$ cat src/rtl/mario_sprite_fetch.sv
// Sprite fetch for the Mario character: box test, ROM address generation with
// horizontal mirroring, and a vsync-paced walk animation FSM selecting the ROM.
module mario_sprite_fetch #(
  parameter int unsigned SPRITE_W = 21,
  parameter int unsigned SPRITE_H = 41,
  parameter int unsigned ANIM_DIV = 6
) (
  input  logic       Clk,
  input  logic       Reset,
  input  logic       vs,
  input  logic [9:0] DrawX,
  input  logic [9:0] DrawY,
  input  logic [9:0] MarioX,
  input  logic [9:0] MarioY,
  input  logic       moving,
  input  logic       facing_left,
  output logic [9:0] read_address,
  output logic [1:0] frame_sel,
  output logic       sprite_on
);

  localparam int unsigned PW = 10;
  localparam int unsigned SW = 11;
  localparam int unsigned CW = 4;

  typedef enum logic [1:0] {
    STAND = 2'd0,
    WALK1 = 2'd1,
    WALK2 = 2'd2,
    WALK3 = 2'd3
  } anim_state_e;

  anim_state_e   state_q;
  logic [CW-1:0] tick_q;
  logic          vs_q;
  logic          frame_evt_c;

  logic [SW-1:0] draw_x_ext, draw_y_ext, mario_x_ext, mario_y_ext;
  logic [SW-1:0] x_end, y_end;
  logic          in_box_c;
  logic [PW-1:0] col_c, row_c, col_eff_c;
  logic [PW-1:0] read_address_d, read_address_q;
  logic          sprite_on_d, sprite_on_q;

  assign frame_evt_c = vs_q & ~vs;

  // Widened box bounds so sprites near the right/bottom edge never wrap.
  always_comb begin
    draw_x_ext  = SW'(DrawX);
    draw_y_ext  = SW'(DrawY);
    mario_x_ext = SW'(MarioX);
    mario_y_ext = SW'(MarioY);
    x_end       = mario_x_ext + SW'(SPRITE_W);
    y_end       = mario_y_ext + SW'(SPRITE_H);
    in_box_c    = (draw_x_ext >= mario_x_ext) && (draw_x_ext < x_end) &&
                  (draw_y_ext >= mario_y_ext) && (draw_y_ext < y_end);
  end

  // Offsets only matter in-box, where they are small and exact modulo 2^10.
  always_comb begin
    col_c          = DrawX - MarioX;
    row_c          = DrawY - MarioY;
    col_eff_c      = facing_left ? (PW'(SPRITE_W - 1) - col_c) : col_c;
    sprite_on_d    = in_box_c;
    read_address_d = '0;
    if (in_box_c) begin
      read_address_d = (row_c * PW'(SPRITE_W)) + col_eff_c;
    end
  end

  always_ff @(posedge Clk or posedge Reset) begin
    if (Reset) begin
      read_address_q <= '0;
      sprite_on_q    <= 1'b0;
      vs_q           <= 1'b1;
    end else begin
      read_address_q <= read_address_d;
      sprite_on_q    <= sprite_on_d;
      vs_q           <= vs;
    end
  end

  // Animation FSM: advances only on vsync falling edges.
  always_ff @(posedge Clk or posedge Reset) begin
    if (Reset) begin
      state_q <= STAND;
      tick_q  <= '0;
    end else if (frame_evt_c) begin
      if (!moving) begin
        state_q <= STAND;
        tick_q  <= '0;
      end else if (state_q == STAND) begin
        state_q <= WALK1;
        tick_q  <= '0;
      end else if (tick_q == CW'(ANIM_DIV - 1)) begin
        tick_q <= '0;
        case (state_q)
          WALK1:   state_q <= WALK2;
          WALK2:   state_q <= WALK3;
          default: state_q <= WALK1;
        endcase
      end else begin
        tick_q <= tick_q + CW'(1);
      end
    end
  end

  assign read_address = read_address_q;
  assign sprite_on    = sprite_on_q;
  assign frame_sel    = state_q;

endmodule

$ cat config.mk
export PLATFORM = sky130hd
export DESIGN_NAME = mario_sprite_fetch
export DESIGN_NICKNAME = d
export VERILOG_FILES = /design/src/rtl/mario_sprite_fetch.sv
export SDC_FILE = /design/constraint.sdc
export NUM_CORES = 1
export LEC_CHECK = 0
export CAP_MARGIN = 0
export CORE_MARGIN = 2
export CORE_UTILIZATION = 33
export DETAILED_ROUTE_END_ITERATION = 8
export PLACE_DENSITY_LB_ADDON = 0.1
export SETUP_SLACK_MARGIN = 0.02
export SYNTH_ARGS = -nofsm -noshare
export SYNTH_HDL_FRONTEND = slang
export SYNTH_SLANG_ARGS = --single-unit
export TNS_END_PERCENT = 5
$ cat constraint.sdc
create_clock -name Clk -period 2.4 [get_ports Clk]
set_input_delay 0.36 -clock Clk [delete_from_list [all_inputs] [get_ports Clk]]
set_output_delay 0.36 -clock Clk [all_outputs]
set_load 0.02 [all_outputs]
== Yosys cells after proc, flatten, opt, wreduce, memory -nomap -nowiden ==
Index checks and enable logic that the tools add are counted.

* Bitwise logic cells: 2
* Multipliers: 1
* Magnitude comparators: 4
* Reduce and logical (&&, ||, !) cells: 5
* Mux-type cells: 9
* Add/subtract/negate cells: 7
* Equality and inequality tests: 4

{| class="wikitable"
|+ Operators by type and width
! operator !! count
|-
| 10-bit by 11-bit less-than comparator with 1-bit output || 2
|-
| 10-bit >= comparator || 2
|-
| 10-bit 2-to-1 mux || 2
|-
| 10-bit subtractor || 2
|-
| 4-bit 2-to-1 mux || 3
|-
| 10-bit by 5-bit adder with 11-bit output, second input constant || 1
|-
| 10-bit by 6-bit adder with 11-bit output, second input constant || 1
|-
| 10-bit adder || 1
|-
| 10-bit by 5-bit multiplier with 10-bit output, second input constant || 1
|-
| 5-bit by 10-bit subtractor with 10-bit output, first input constant || 1
|-
| 2-bit 2-to-1 mux || 3
|-
| 4-bit by 1-bit adder with 4-bit output, second input constant || 1
|-
| 4-bit by 3-bit equality test with 1-bit output, second input constant || 1
|-
| 2-bit one-hot mux with 2 select lines || 1
|-
| 1-bit logical AND || 3
|-
| 3-bit by 1-bit inequality test with 1-bit output, second input constant || 1
|-
| 2-bit by 1-bit equality test with 1-bit output, second input constant || 1
|-
| 2-bit equality test, second input constant || 1
|-
| 2-bit zero test || 1
|-
| 2-bit AND reduction || 1
|-
| 1-bit AND || 1
|-
| 1-bit inverter || 1
|}

* Bits in registers: 18
* Input bits: 45
* Word-level logic and storage cells: 37
* Output and inout port bits: 13

== Logic depth before layout (Yosys ltp) ==
Gate-level depths: netlist of run 1.

* Word-level depth: 6
* Depth in mapped cells: 24
* Gate-level depth less buffers: 24

== Worst setup path after synthesis of run 1 ==
No wires, ideal clock.

* Path kind: input-to-reg
* From: input DrawX[0]
* To: register read_address_q[9] (netlist: read_address[9])
* Required time: 2328 ps
* Arrival: 5005 ps
* Setup slack: -2676 ps
* Setup time: 72 ps
* Path buffers: 0
* Cell stages on the path: 24
* Cells stage by stage: inv_1 -> ha_1 -> inv_1 -> fa_1 -> a21o_1 -> a21oi_1 -> xnor2_1 -> o21ai_0 -> nand2_1 -> nand2_1 -> xnor2_1 -> ha_1 -> fa_1 -> inv_1 -> fa_1 -> inv_1 -> ha_1 -> nand2_1 -> o21ai_2 -> o41ai_4 -> xnor3_1 -> xor2_1 -> xnor3_1 -> nor2_1

* Longest elaborated chain between the ends: 5
* Elaborated cells between the ends (all ways): 10
* Classes of those cells: 3 x add/sub; 2 x order compare; 2 x mux; 3 x reduce/logical

{| class="wikitable"
|+ RTL lines
! item !! RTL line !! source
|-
| start, declared || 11 || <nowiki>input logic [9:0] DrawX,</nowiki>
|-
| 10-bit subtractor (tied with other cells) || 61 || <nowiki>col_c = DrawX - MarioX;</nowiki>
|-
| 5-bit by 10-bit subtractor with 10-bit output / 1-bit logical AND (equally long branches) || 63, 55 ||
|-
| 10-bit 2-to-1 mux / 1-bit logical AND (equally long branches) || 63, 55 ||
|-
| 10-bit adder / 1-bit logical AND (equally long branches) || 67, 56 ||
|-
| 10-bit 2-to-1 mux (*) || 66 || <nowiki>if (in_box_c) begin</nowiki>
|-
| named net read_address_d[9] || 42 || <nowiki>logic [PW-1:0] read_address_d, read_address_q;</nowiki>
|-
| end signal, assigned || 77 || <nowiki>read_address_q <= read_address_d;</nowiki>
|-
| end, declared || 42 ||
|}

Mark *: on every way through the listed nets, which the timed path passes. The rest lies on a longest branch.
A chain may end at the register's enable or synchronous reset.

== Worst setup path in the final report of run 1 ==
Ends and elaborated chain as after synthesis.

==> metrics.log, run 1 <==
INFO  metric worst-endpoint-required = 2.58 ns
INFO  metric synth.lib_cells_used.distinct = 43
INFO  metric crit_fanout = 3
INFO  metric worst_r2r_path_depth = 5
INFO  metric floorplan.rows = 36
INFO  metric drc_errors_left = 0
INFO  metric pin_count = 58
INFO  metric ant_diodes = 0
INFO  metric critical_path.most_common_cell = buf_4
INFO  metric max-cap-violations = 0
INFO  metric viasPerCell = 4.51
INFO  metric floorplan.die.width = 105 µm
INFO  metric drt_first_pass_iters = 4
INFO  metric floorplan.core_area = 0.00982 mm²
INFO  metric timing.final.ws_setup = -2.33 ns
INFO  metric drtIter0Drc = 78
INFO  metric detailed_place_hpwl = 6650 µm
INFO  metric avgSynthCellArea = 8.59 µm²
INFO  metric timing.hold.worst_path_depth = 1
INFO  metric synth_warnings = 0
INFO  metric start_util = 0.340
INFO  metric route.antenna.remaining_nets = 0
INFO  metric nNetsFinal = 737
INFO  metric groute.usage.overall = 0.158
INFO  metric synth.area.mux_share = 0
INFO  metric grt_first_pass_wirelength = 14800 µm
INFO  metric timing.final.crit_share = 1.97
INFO  metric vdd_ir_drop_max = 0.883 mV
INFO  metric design.die.area = 0.0109 mm²
INFO  metric final_hold_viol_count = 0
INFO  metric clock_tree_from_tritoncts = yes
INFO  metric power.leakage = 2.84 nW
INFO  metric number_of_antenna_violations_at_the_first_check_in_global_routing = 0
INFO  metric pin_count_of_the_biggest_net_entering_global_routing = 19
INFO  metric worstSetupPathType = in -> reg
INFO  metric syn-instance-count = 389
INFO  metric finClkSkew = 0.00503 ns
INFO  metric area.growth.synth_to_final = 69.9%
INFO  metric synth_xor_xnor_area_share = 0.134
INFO  metric simple_gate_share_of_the_synthesized_area = 0.128
INFO  metric critPathSlowestCell = xnor3_1
INFO  metric die-height = 105 µm
INFO  metric synth_top_family_by_area = adder cells
INFO  metric rsz0062_at_grt = yes
INFO  metric synth_fa_ha_area_frac = 0.351
INFO  metric routed_wl = 8580 µm
INFO  metric final_util = 0.578
INFO  metric ys_top_cells_by_area = ha_1 (27%), dfrtp_1 (13%), xnor2_1 (9.2%), fa_1 (7.8%), inv_1 (7.6%)
INFO  metric clock.fmax = 211 MHz
INFO  metric synth.top_cell.area_share = 0.273
INFO  metric crit_path_start_kind = input port
INFO  metric p_per_area = 981 mW/mm²
INFO  metric setup.worst_path.end_class = flip-flop
INFO  metric number_of_global_route_vias_before_repair = 3471
INFO  metric cts-buffers-inserted = 3
INFO  metric timing.critical_path.arrival = 4.91 ns
INFO  metric hold_crit_class = reg -> reg
INFO  metric mappedNetlistArea = 0.00334 mm²
INFO  metric setup_viol = 11
INFO  metric clk_path_buf_depth = 2
INFO  metric part_of_the_yosys_area_used_for_sequential_elements = 0.135
INFO  metric synth_compound_area_frac = 0.170
INFO  metric portBuffers = 57
INFO  metric vias = 3328
INFO  metric ys_seq_elements = 18
INFO  metric clkTransAtPathRegs = 0.07 ns
INFO  metric crit_path_max_incr_delay = 0.46 ns
INFO  metric worst_pin_slew = 0.654 ns
INFO  metric h-tree-depth = 1
INFO  metric postSynthNetCount = 520
INFO  metric post-route-min-period = 4.73 ns
INFO  metric p_total = 0.00557 W
INFO  metric drt-wirelength-per-cell = 11.6 µm
INFO  metric fraction_of_final_layout_cells_with_drive_strength_greater_than_1 = 0.390
INFO  metric outcome = complete, but fails checks
INFO  metric clock_sinks = 18
INFO  metric failed_checks = setup timing
INFO  metric grt-ovfl-total = 0
INFO  metric routabilityCongestion = 0.789
INFO  metric synth_largest_area_cell = ha_1
INFO  metric max_transition_viols_final = 0
INFO  metric clock_tree.root_cell = clkbuf_8
INFO  metric clock_latency_late_sink = 0.25 ns
INFO  metric timing.slew.headroom = 0.563
flip-flops by register name, summed over array words and instances (netlist names):
signal        flops
frame_sel         2
vs_q              1
read_address     10
sprite_on         1
tick_q            4
path summary, 6_finish.rpt:
path,start,end,slack (ns)
max in group asynchronous,Reset,read_address[3],1.47
hold / removal,tick_q[3],tick_q[3],0.49
hold reg to reg,tick_q[3],tick_q[3],0.49
setup reg to reg,tick_q[0],tick_q[3],0.88
min in group asynchronous,Reset,frame_sel[0],0.51
setup / recovery,DrawX[0],read_address[9],-2.33
where the power goes:
part	switching, W	leakage [nW]	internal, W
combinational	0.00222	2.58	0.00274
sequential	0.0000250	0.244	0.000360
clock	0.0000952	0.0228	0.000118
total	0.00234	2.84	0.00322
per-layer routing:
layer / track usage / share of wire / vias to the layer above / routed length [µm]
met1: 0.202 / 0.47 / 1512 / 4040
met5: 0 / 0 / - / 0
met3: 0.00998 / 0.025 / 8 / 211
li1: - / - / 1761 / -
met2: 0.296 / 0.49 / 47 / 4230
met4: 0.0257 / 0.012 / 0 / 100
Yosys cell counts (all sizes together):
| cell type | instances |
|---|---|
| clkbuf | 1 |
| dfrtp | 17 |
| o21a | 9 |
| a211oi | 2 |
| nor2 | 26 |
| inv | 68 |
| nand2 | 18 |
| a21o | 11 |
| nand4 | 7 |
| ha | 73 |
| o31a | 1 |
| xnor3 | 2 |
| o21bai | 2 |
| a221oi | 1 |
| nand3 | 4 |
| nand2b | 4 |
| buf | 1 |
| o41ai | 1 |
| a21oi | 19 |
| or2 | 3 |
| a2111oi | 2 |
| nand3b | 5 |
| o211ai | 3 |
| a41oi | 1 |
| nor2b | 9 |
| fa | 13 |
| nor3 | 10 |
| a31oi | 2 |
| o41a | 1 |
| o31ai | 3 |
| o22ai | 2 |
| o21ai | 17 |
| o2111ai | 4 |
| xor2 | 11 |
| dfstp | 1 |
| xnor2 | 35 |
logic make-up after synthesis:
group,count (synthesis)
AO/OA/AOI/OAI,81
XOR/XNOR,48
adder cells (fa/ha/maj),86
buffers and inverters,70
flip-flops,18
AND/OR/NAND/NOR,86
final cells by class:
cell class                      instances  area, µm²
Inverter                               68        268
Sequential cell                        18        452
Clock buffer                            4       45.0
Timing Repair Buffer                  214       1750
Tap cell                              133        166
Fill cell                             913       4150
Multi-Input combinational cell        301       2990
stage by stage:
step / setup slack [ns] / cells / TNS (ns) / area [µm²] / hold slack [ns]
2_1_floorplan: -2.21 / 389 / -11.03 / 3430 / 0.298
3_3_place_gp: -2.94 / 683 / -20.17 / 4950 / 0.468
3_5_place_dp: -3.08 / 683 / -20.83 / 4950 / 0.472
4_1_cts: -2.28 / 738 / -13.20 / 5580 / 0.482
5_1_grt: -2.50 / 738 / -14.69 / 5670 / 0.519
6_report: -2.33 / 738 / -12.75 / 5670 / 0.489
cells in the final DEF (no fill, tap or decap), types with 4 or more instances in the layout:
| cell type | netlist | routed |
|---|---|---|
| nor2_2 | 0 | 5 |
| inv_1 | 68 | 56 |
| nand2b_1 | 4 | 4 |
| o21a_1 | 9 | 8 |
| xor2_1 | 11 | 11 |
| o21ai_1 | 0 | 4 |
| clkdlybuf4s50_1 | 0 | 41 |
| a21oi_2 | 1 | 8 |
| fa_1 | 13 | 11 |
| xnor2_2 | 0 | 5 |
| inv_2 | 0 | 11 |
| nor3_2 | 0 | 4 |
| dfrtp_1 | 17 | 17 |
| nor3_1 | 10 | 6 |
| a21oi_1 | 18 | 9 |
| ha_1 | 73 | 61 |
| buf_4 | 0 | 157 |
| ha_4 | 0 | 12 |
| nor2b_1 | 8 | 6 |
| nand4_1 | 7 | 7 |
| nand3_1 | 4 | 4 |
| o21ai_0 | 16 | 11 |
| a21o_1 | 10 | 10 |
| dlygate4sd2_1 | 0 | 8 |
| nand3b_1 | 4 | 4 |
| nor2_1 | 26 | 21 |
| nand2_1 | 18 | 16 |
| xnor2_1 | 35 | 29 |
worst max-delay path: cells and delay by family:
kind / cells / cell delay [ns]
simple gates: 1 / 0.11
fa+ha+maj: 2 / 0.53
compound gates: 4 / 0.75
xor+xnor: 2 / 0.62
buf+inv: 22 / 2.54
what timing repair did:
action	in CTS	in global routing
resized for setup	71	22
buffers inserted	51	0
hold buffers	0	0
setup endpoints to repair	11	11
pin swaps	49	27
Power figures use the tool's default switching activity.
==> run 2, diff against run 1 <==
--- a/config.mk
+++ b/config.mk
@@ -8,6 +8,7 @@
 export CAP_MARGIN = 0
 export CORE_MARGIN = 2
 export CORE_UTILIZATION = 33
+export CTS_BUF_LIST = sky130_fd_sc_hd__clkbuf_16
 export DETAILED_ROUTE_END_ITERATION = 8
 export PLACE_DENSITY_LB_ADDON = 0.1
 export SETUP_SLACK_MARGIN = 0.02
==> run 2 against run 1 <==
Compared with the run above:
- the run still ends with setup timing left
- clock power up 53%
- register-to-register slack about the same
- design area up 1.6%
- worst setup slack worse by 0.12 ns
- cell count up 0.14%
- largest power group unchanged
- combinational power about the same
- sequential share of layout area down 0.12 points
- worst hold slack worse by 0.0019 ns
==> metrics.log, run 2 (synthesis results as in run 1) <==
INFO  metric placed_cells_incl_taps = 683
INFO  metric rsz0062_at_grt = yes
INFO  metric placed_area = 0.00495 mm²
INFO  metric clock_sinks = 18
INFO  metric pin_count_of_the_biggest_net_entering_global_routing = 19
INFO  metric crit_path_max_incr_delay = 0.52 ns
INFO  metric vdd_ir_drop_max = 0.848 mV
INFO  metric timing.final.ws_setup = -2.45 ns
INFO  metric design.die.area = 0.0109 mm²
INFO  metric path_delay_family = adder cells
INFO  metric drtIter0Drc = 83
INFO  metric portBuffers = 57
INFO  metric worst_pin_slew = 0.654 ns
INFO  metric finClkSkew = 0.00389 ns
INFO  metric floorplan.die.width = 105 µm
INFO  metric final_hold_viol_count = 0
INFO  metric largest_reg_flops = 10
INFO  metric fraction_of_final_layout_cells_with_drive_strength_greater_than_1 = 0.409
INFO  metric grt-ovfl-total = 0
INFO  metric crit_fanout = 3
INFO  metric mostFrequentLayoutCells = buf_4 (157), ha_1 (60), inv_1 (55)
INFO  metric final_util = 0.587
INFO  metric clock.fmax = 206 MHz
INFO  metric number_of_global_route_vias_before_repair = 3495
INFO  metric floorplan.core_area = 0.00982 mm²
INFO  metric preCtsSetupSlack = -3.08 ns
INFO  metric clk_path_buf_depth = 2
INFO  metric pin_count = 58
INFO  metric area.growth.synth_to_final = 72.5%
INFO  metric max_transition_viols_final = 0
INFO  metric clock_tree_from_tritoncts = yes
INFO  metric clock_latency_late_sink = 0.25 ns
INFO  metric clkTransAtPathRegs = 0.05 ns
INFO  metric drc_errors_left = 0
INFO  metric worstPathCellList = buf_8 > inv_12 > ha_4 > inv_2 > fa_2 > a21o_1 > a21oi_4 > xnor2_2 > o21ai_1 > nand2_2 > buf_4 > o31ai_4 > xor2_1 > ha_1 > fa_1 > fa_1 > ha_4 > o41ai_4 > xnor3_1 > xor2_1 > xnor3_1 > nor2_1
INFO  metric floorplan.rows = 36
INFO  metric drt_first_pass_iters = 4
INFO  metric timing.slew.headroom = 0.563
INFO  metric grt_first_pass_wirelength = 15000 µm
INFO  metric worstSetupPathType = in -> reg
INFO  metric p_per_area = 992 mW/mm²
INFO  metric setup_tns = -12.75 ns
INFO  metric failed_checks = setup timing
INFO  metric post_route_standard_cell_area_excluding_fillers = 0.00576 mm²
INFO  metric critPathSlowestCell = fa_1
INFO  metric nNetsFinal = 738
INFO  metric hold_crit_class = reg -> reg
INFO  metric cts-buffers-inserted = 3
INFO  metric detailed_place_hpwl = 6650 µm
INFO  metric vias = 3340
INFO  metric setup.worst_path.end_class = flip-flop
INFO  metric max-cap-violations = 0
INFO  metric mostFrequentLayoutCell = buf_4
INFO  metric clock_tree.root_cell = clkbuf_16
INFO  metric layoutNonFillerInstCount = 739
INFO  metric die-height = 105 µm
INFO  metric post-route-min-period = 4.85 ns
INFO  metric route.antenna.remaining_nets = 0
INFO  metric power.leakage = 2.89 nW
INFO  metric hold_buffers = 0
INFO  metric drt-wirelength-per-cell = 11.8 µm
INFO  metric h-tree-depth = 1
INFO  metric number_of_antenna_violations_at_the_first_check_in_global_routing = 0
INFO  metric worst-endpoint-required = 2.57 ns
INFO  metric crit_path_start_kind = input port
INFO  metric routabilityCongestion = 0.789
INFO  metric groute.usage.overall = 0.160
INFO  metric timing.critical_path.arrival = 5.03 ns
INFO  metric timing.final.crit_share = 2.02
INFO  metric crit_buf_inv = 4
INFO  metric viasPerCell = 4.52
INFO  metric outcome = complete, but fails checks
INFO  metric routed_wl = 8710 µm
INFO  metric start_util = 0.340
INFO  metric ant_diodes = 0
INFO  metric setup_viol = 11
-- run 2: changes by cell type in the layout (fill, tap and decap cells not counted), sizes merged --
cell,change
dlymetal6s2s,+1
inv,+1
buf,+1
dlygate4sd2,-1
clkbuf,-1
-- run 2: power breakdown --
part | internal [W] | switching [W]
clock | 0.000221 | 0.000104
sequential | 0.000361 | 0.0000250
combinational | 0.00277 | 0.00223
-- run 2: worst paths after layout --
| kind | startpoint | end | slack (ns) | depth (start not counted) |
|---|---|---|---|---|
| worst max-delay path | DrawX[0] | read_address[9] | -2.45 | 22 |
| worst min-delay path | tick_q[3] | tick_q[3] | 0.49 | 1 |
| worst max register to register | tick_q[0] | tick_q[3] | 0.88 | 5 |
| worst min register to register | tick_q[3] | tick_q[3] | 0.49 | 1 |
| max in group asynchronous | Reset | read_address[3] | 1.47 | 2 |
| min in group asynchronous | Reset | frame_sel[0] | 0.52 | 2 |
-- run 2: final cells by class --
type / instances / area (µm²)
Clock buffer: 3 / 75.1
Clock inverter: 1 / 3.75
Sequential cell: 18 / 452
Tap cell: 133 / 166
Timing Repair Buffer: 215 / 1770
Multi-Input combinational cell: 301 / 3030
Fill cell: 908 / 4060
Inverter: 68 / 268
-- run 2: routing by layer --
| layer | up-vias | global-route usage | share of wire |
|---|---|---|---|
| li1 | 1760 | - | - |
| met1 | 1510 | 0.205 | 0.47 |
| met2 | 56 | 0.288 | 0.49 |
| met3 | 14 | 0.0143 | 0.028 |
| met4 | 0 | 0.0419 | 0.020 |
| met5 | - | 0 | 0 |
-- run 2: per-stage QoR --
stage | total power [W] | hold WS [ns]
global placement | 0.00437 | 0.468
CTS | 0.00551 | 0.479
finish | 0.00571 | 0.487
detailed placement | 0.00446 | 0.472
global route | 0.00627 | 0.516
floorplan | 0.00321 | 0.298
-- run 2: timing repair --
action,CTS,global route
gates resized for setup,76,32
setup buffers,47,7
gates cloned,0,0
endpoints found under the setup margin,11,11
pin swaps,53,42
==> run 3, diff against run 2 <==
--- a/config.mk
+++ b/config.mk
@@ -6,6 +6,7 @@
 export NUM_CORES = 1
 export LEC_CHECK = 0
 export CAP_MARGIN = 0
+export CORE_ASPECT_RATIO = 1.4
 export CORE_MARGIN = 2
 export CORE_UTILIZATION = 33
 export CTS_BUF_LIST = sky130_fd_sc_hd__clkbuf_16
==> constraint.sdc (replaced) <==
create_clock -name Clk -period 6.2 [get_ports Clk]
set_input_delay 0.93 -clock Clk [delete_from_list [all_inputs] [get_ports Clk]]
set_output_delay 0.93 -clock Clk [all_outputs]
set_load 0.02 [all_outputs]
==> run 3 against run 2 <==
Compared with the run above:
- the flow now finishes without violations
- first-iteration DRC count down 67%
- worst setup slack improved by 2.8 ns
- register-to-register slack better by 3.8 ns
- sequential cell count unchanged
- sequential power shrank 61%
- clock-buffer cell count unchanged
- global-route usage decreased by 2.9 points
- clock power is 60% lower
- utilization is 15 points lower
- critical endpoint unchanged
- largest power group unchanged
==> metrics.log, run 3 (synthesis results as in run 1) <==
INFO  metric outcome = completed
INFO  metric worst_r2r_path_depth = 5
INFO  metric worst-endpoint-required = 6.30 ns
INFO  metric groute.usage.overall = 0.131
INFO  metric mostFrequentLayoutCells = ha_1 (73), inv_1 (69), clkdlybuf4s50_1 (57)
INFO  metric r2r_start = frame_sel[0]
INFO  metric worst_pin_slew = 1.02 ns
INFO  metric ant_diodes = 0
INFO  metric path_delay_family = adder cells
INFO  metric design.die.area = 0.0110 mm²
INFO  metric clk_path_buf_depth = 2
INFO  metric clock_sinks = 18
INFO  metric whs_endpoint = tick_q[3]
INFO  metric preCtsSetupSlack = -0.148 ns
INFO  metric p_total = 0.00165 W
INFO  metric clkTransAtPathRegs = 0.05 ns
INFO  metric hold_buffers = 0
INFO  metric pin_count_of_the_biggest_net_entering_global_routing = 19
INFO  metric crit_fanout = 3
INFO  metric crit_buf_inv = 4
INFO  metric p_per_area = 384 mW/mm²
INFO  metric timing.slew.headroom = 0.319
INFO  metric routed_wl = 6670 µm
INFO  metric h-tree-depth = 1
INFO  metric critPathSlowestCell = fa_1
INFO  metric drt_first_pass_iters = 4
INFO  metric clock_tree.root_cell = clkbuf_16
INFO  metric vdd_ir_drop_max = 0.219 mV
INFO  metric drtIter0Drc = 27
INFO  metric floorplan.rows = 43
INFO  metric max_transition_viols_final = 0
INFO  metric cts-buffers-inserted = 3
INFO  metric viasPerCell = 4.61
INFO  metric number_of_antenna_violations_at_the_first_check_in_global_routing = 0
INFO  metric setup_viol = 0
INFO  metric crit_path_start_kind = input port
INFO  metric worstSetupPathType = in -> reg
INFO  metric rrSetupSlack = 4.70 ns
INFO  metric min_from = tick_q[3]
INFO  metric hold_crit_class = reg -> reg
INFO  metric rsz0062_at_grt = no
INFO  metric setup.worst_path.end_class = flip-flop
INFO  metric largest_reg_flops = 10
INFO  metric route.antenna.remaining_nets = 0
INFO  metric final_util = 0.434
INFO  metric nNetsFinal = 598
INFO  metric timing.final.crit_share = 0.941
INFO  metric clock.fmax = 171 MHz
INFO  metric r2r_end = tick_q[3]
INFO  metric number_of_global_route_vias_before_repair = 2765
INFO  metric fraction_of_final_layout_cells_with_drive_strength_greater_than_1 = 0.0794
INFO  metric clock_tree_from_tritoncts = yes
INFO  metric drc_errors_left = 0
INFO  metric max-cap-violations = 0
INFO  metric cts_resized = 0
INFO  metric floorplan.die.width = 89.0 µm
INFO  metric final_hold_viol_count = 0
INFO  metric timing.critical_path.arrival = 5.93 ns
INFO  metric start_util = 0.337
INFO  metric clock_latency_late_sink = 0.25 ns
INFO  metric floorplan.core_area = 0.00990 mm²
INFO  metric grt_first_pass_wirelength = 11600 µm
INFO  metric worstPathCellList = clkdlybuf4s50_1 > ha_1 > inv_1 > fa_2 > a211oi_1 > o21bai_1 > a21oi_1 > xnor2_2 > nor2b_1 > a21oi_1 > xnor2_1 > ha_1 > fa_1 > inv_1 > fa_1 > inv_1 > ha_1 > o41ai_4 > xnor3_1 > xor2_1 > xnor3_1 > nor2_1
INFO  metric power.leakage = 2.10 nW
INFO  metric post-route-min-period = 5.83 ns
INFO  metric portBuffers = 57
INFO  metric crit_path_max_incr_delay = 0.52 ns
INFO  metric grt-ovfl-total = 0
INFO  metric finClkSkew = 0.00235 ns
INFO  metric pin_count = 58
INFO  metric mostFrequentLayoutCell = ha_1
INFO  metric detailed_place_hpwl = 6080 µm
INFO  metric drt-wirelength-per-cell = 11.1 µm
INFO  metric routabilityCongestion = 0.729
INFO  metric cts_setup_buffers = 0
INFO  metric area.growth.synth_to_final = 28.7%
INFO  metric timing.hold.worst_path_depth = 1
INFO  metric die-height = 123 µm
INFO  metric timing.final.ws_setup = 0.366 ns
INFO  metric vias = 2770
-- run 3: per-layer routing --
| layer | routed length, µm | vias up | GRT usage |
|---|---|---|---|
| met5 | 0 | - | 0 |
| met4 | 127 | 0 | 0.0401 |
| li1 | - | 1476 | - |
| met2 | 3560 | 35 | 0.257 |
| met1 | 2840 | 1251 | 0.146 |
| met3 | 140 | 8 | 0.00734 |
-- run 3: report_power, final --
part	internal, W	switching [W]	leakage, nW	total (W)
clock	0.0000857	0.0000448	0.0423	0.000131
sequential	0.000140	0.0000109	0.244	0.000151
combinational	0.000745	0.000623	1.81	0.00137
-- run 3: metrics by stage --
stage	hold slack [ns]	cells	TNS (ns)	area [µm²]
finish	0.471	601	0	4300
global route	0.503	601	0	4300
CTS	0.477	601	0	4280
detailed placement	0.463	597	-0.148	4200
global placement	0.467	597	-0.0104	4200
floorplan	0.436	389	0	3340
-- run 3: cell type report --
| cell class | count | area [µm²] |
|---|---|---|
| sequential | 18 | 452 |
| tap | 135 | 169 |
| clock buffer | 3 | 75.1 |
| inverter | 68 | 255 |
| multi-input combinational | 301 | 2640 |
| timing repair buffer | 75 | 706 |
| fill | 1030 | 5600 |
| clock inverter | 1 | 3.75 |
-- run 3: worst reg2reg max path: cells and delay by family, from the launching register on --
family          cells  cell delay, ns
flops               1            0.37
buf+inv             1            0.07
compound gates      1            0.21
simple gates        2            0.57
fa+ha+maj           1            0.19
-- run 3: worst max-delay path by stage --
stage | cells after the start | endpoint | start
2_1_floorplan | 24 | read_address[9] | DrawX[0]
3_3_place_gp | 23 | read_address[9] | MarioX[0]
3_5_place_dp | 22 | read_address[9] | MarioX[0]
4_1_cts | 20 | read_address[9] | MarioX[0]
5_1_grt | 22 | read_address[9] | DrawX[0]
6_report | 22 | read_address[9] | MarioX[0]
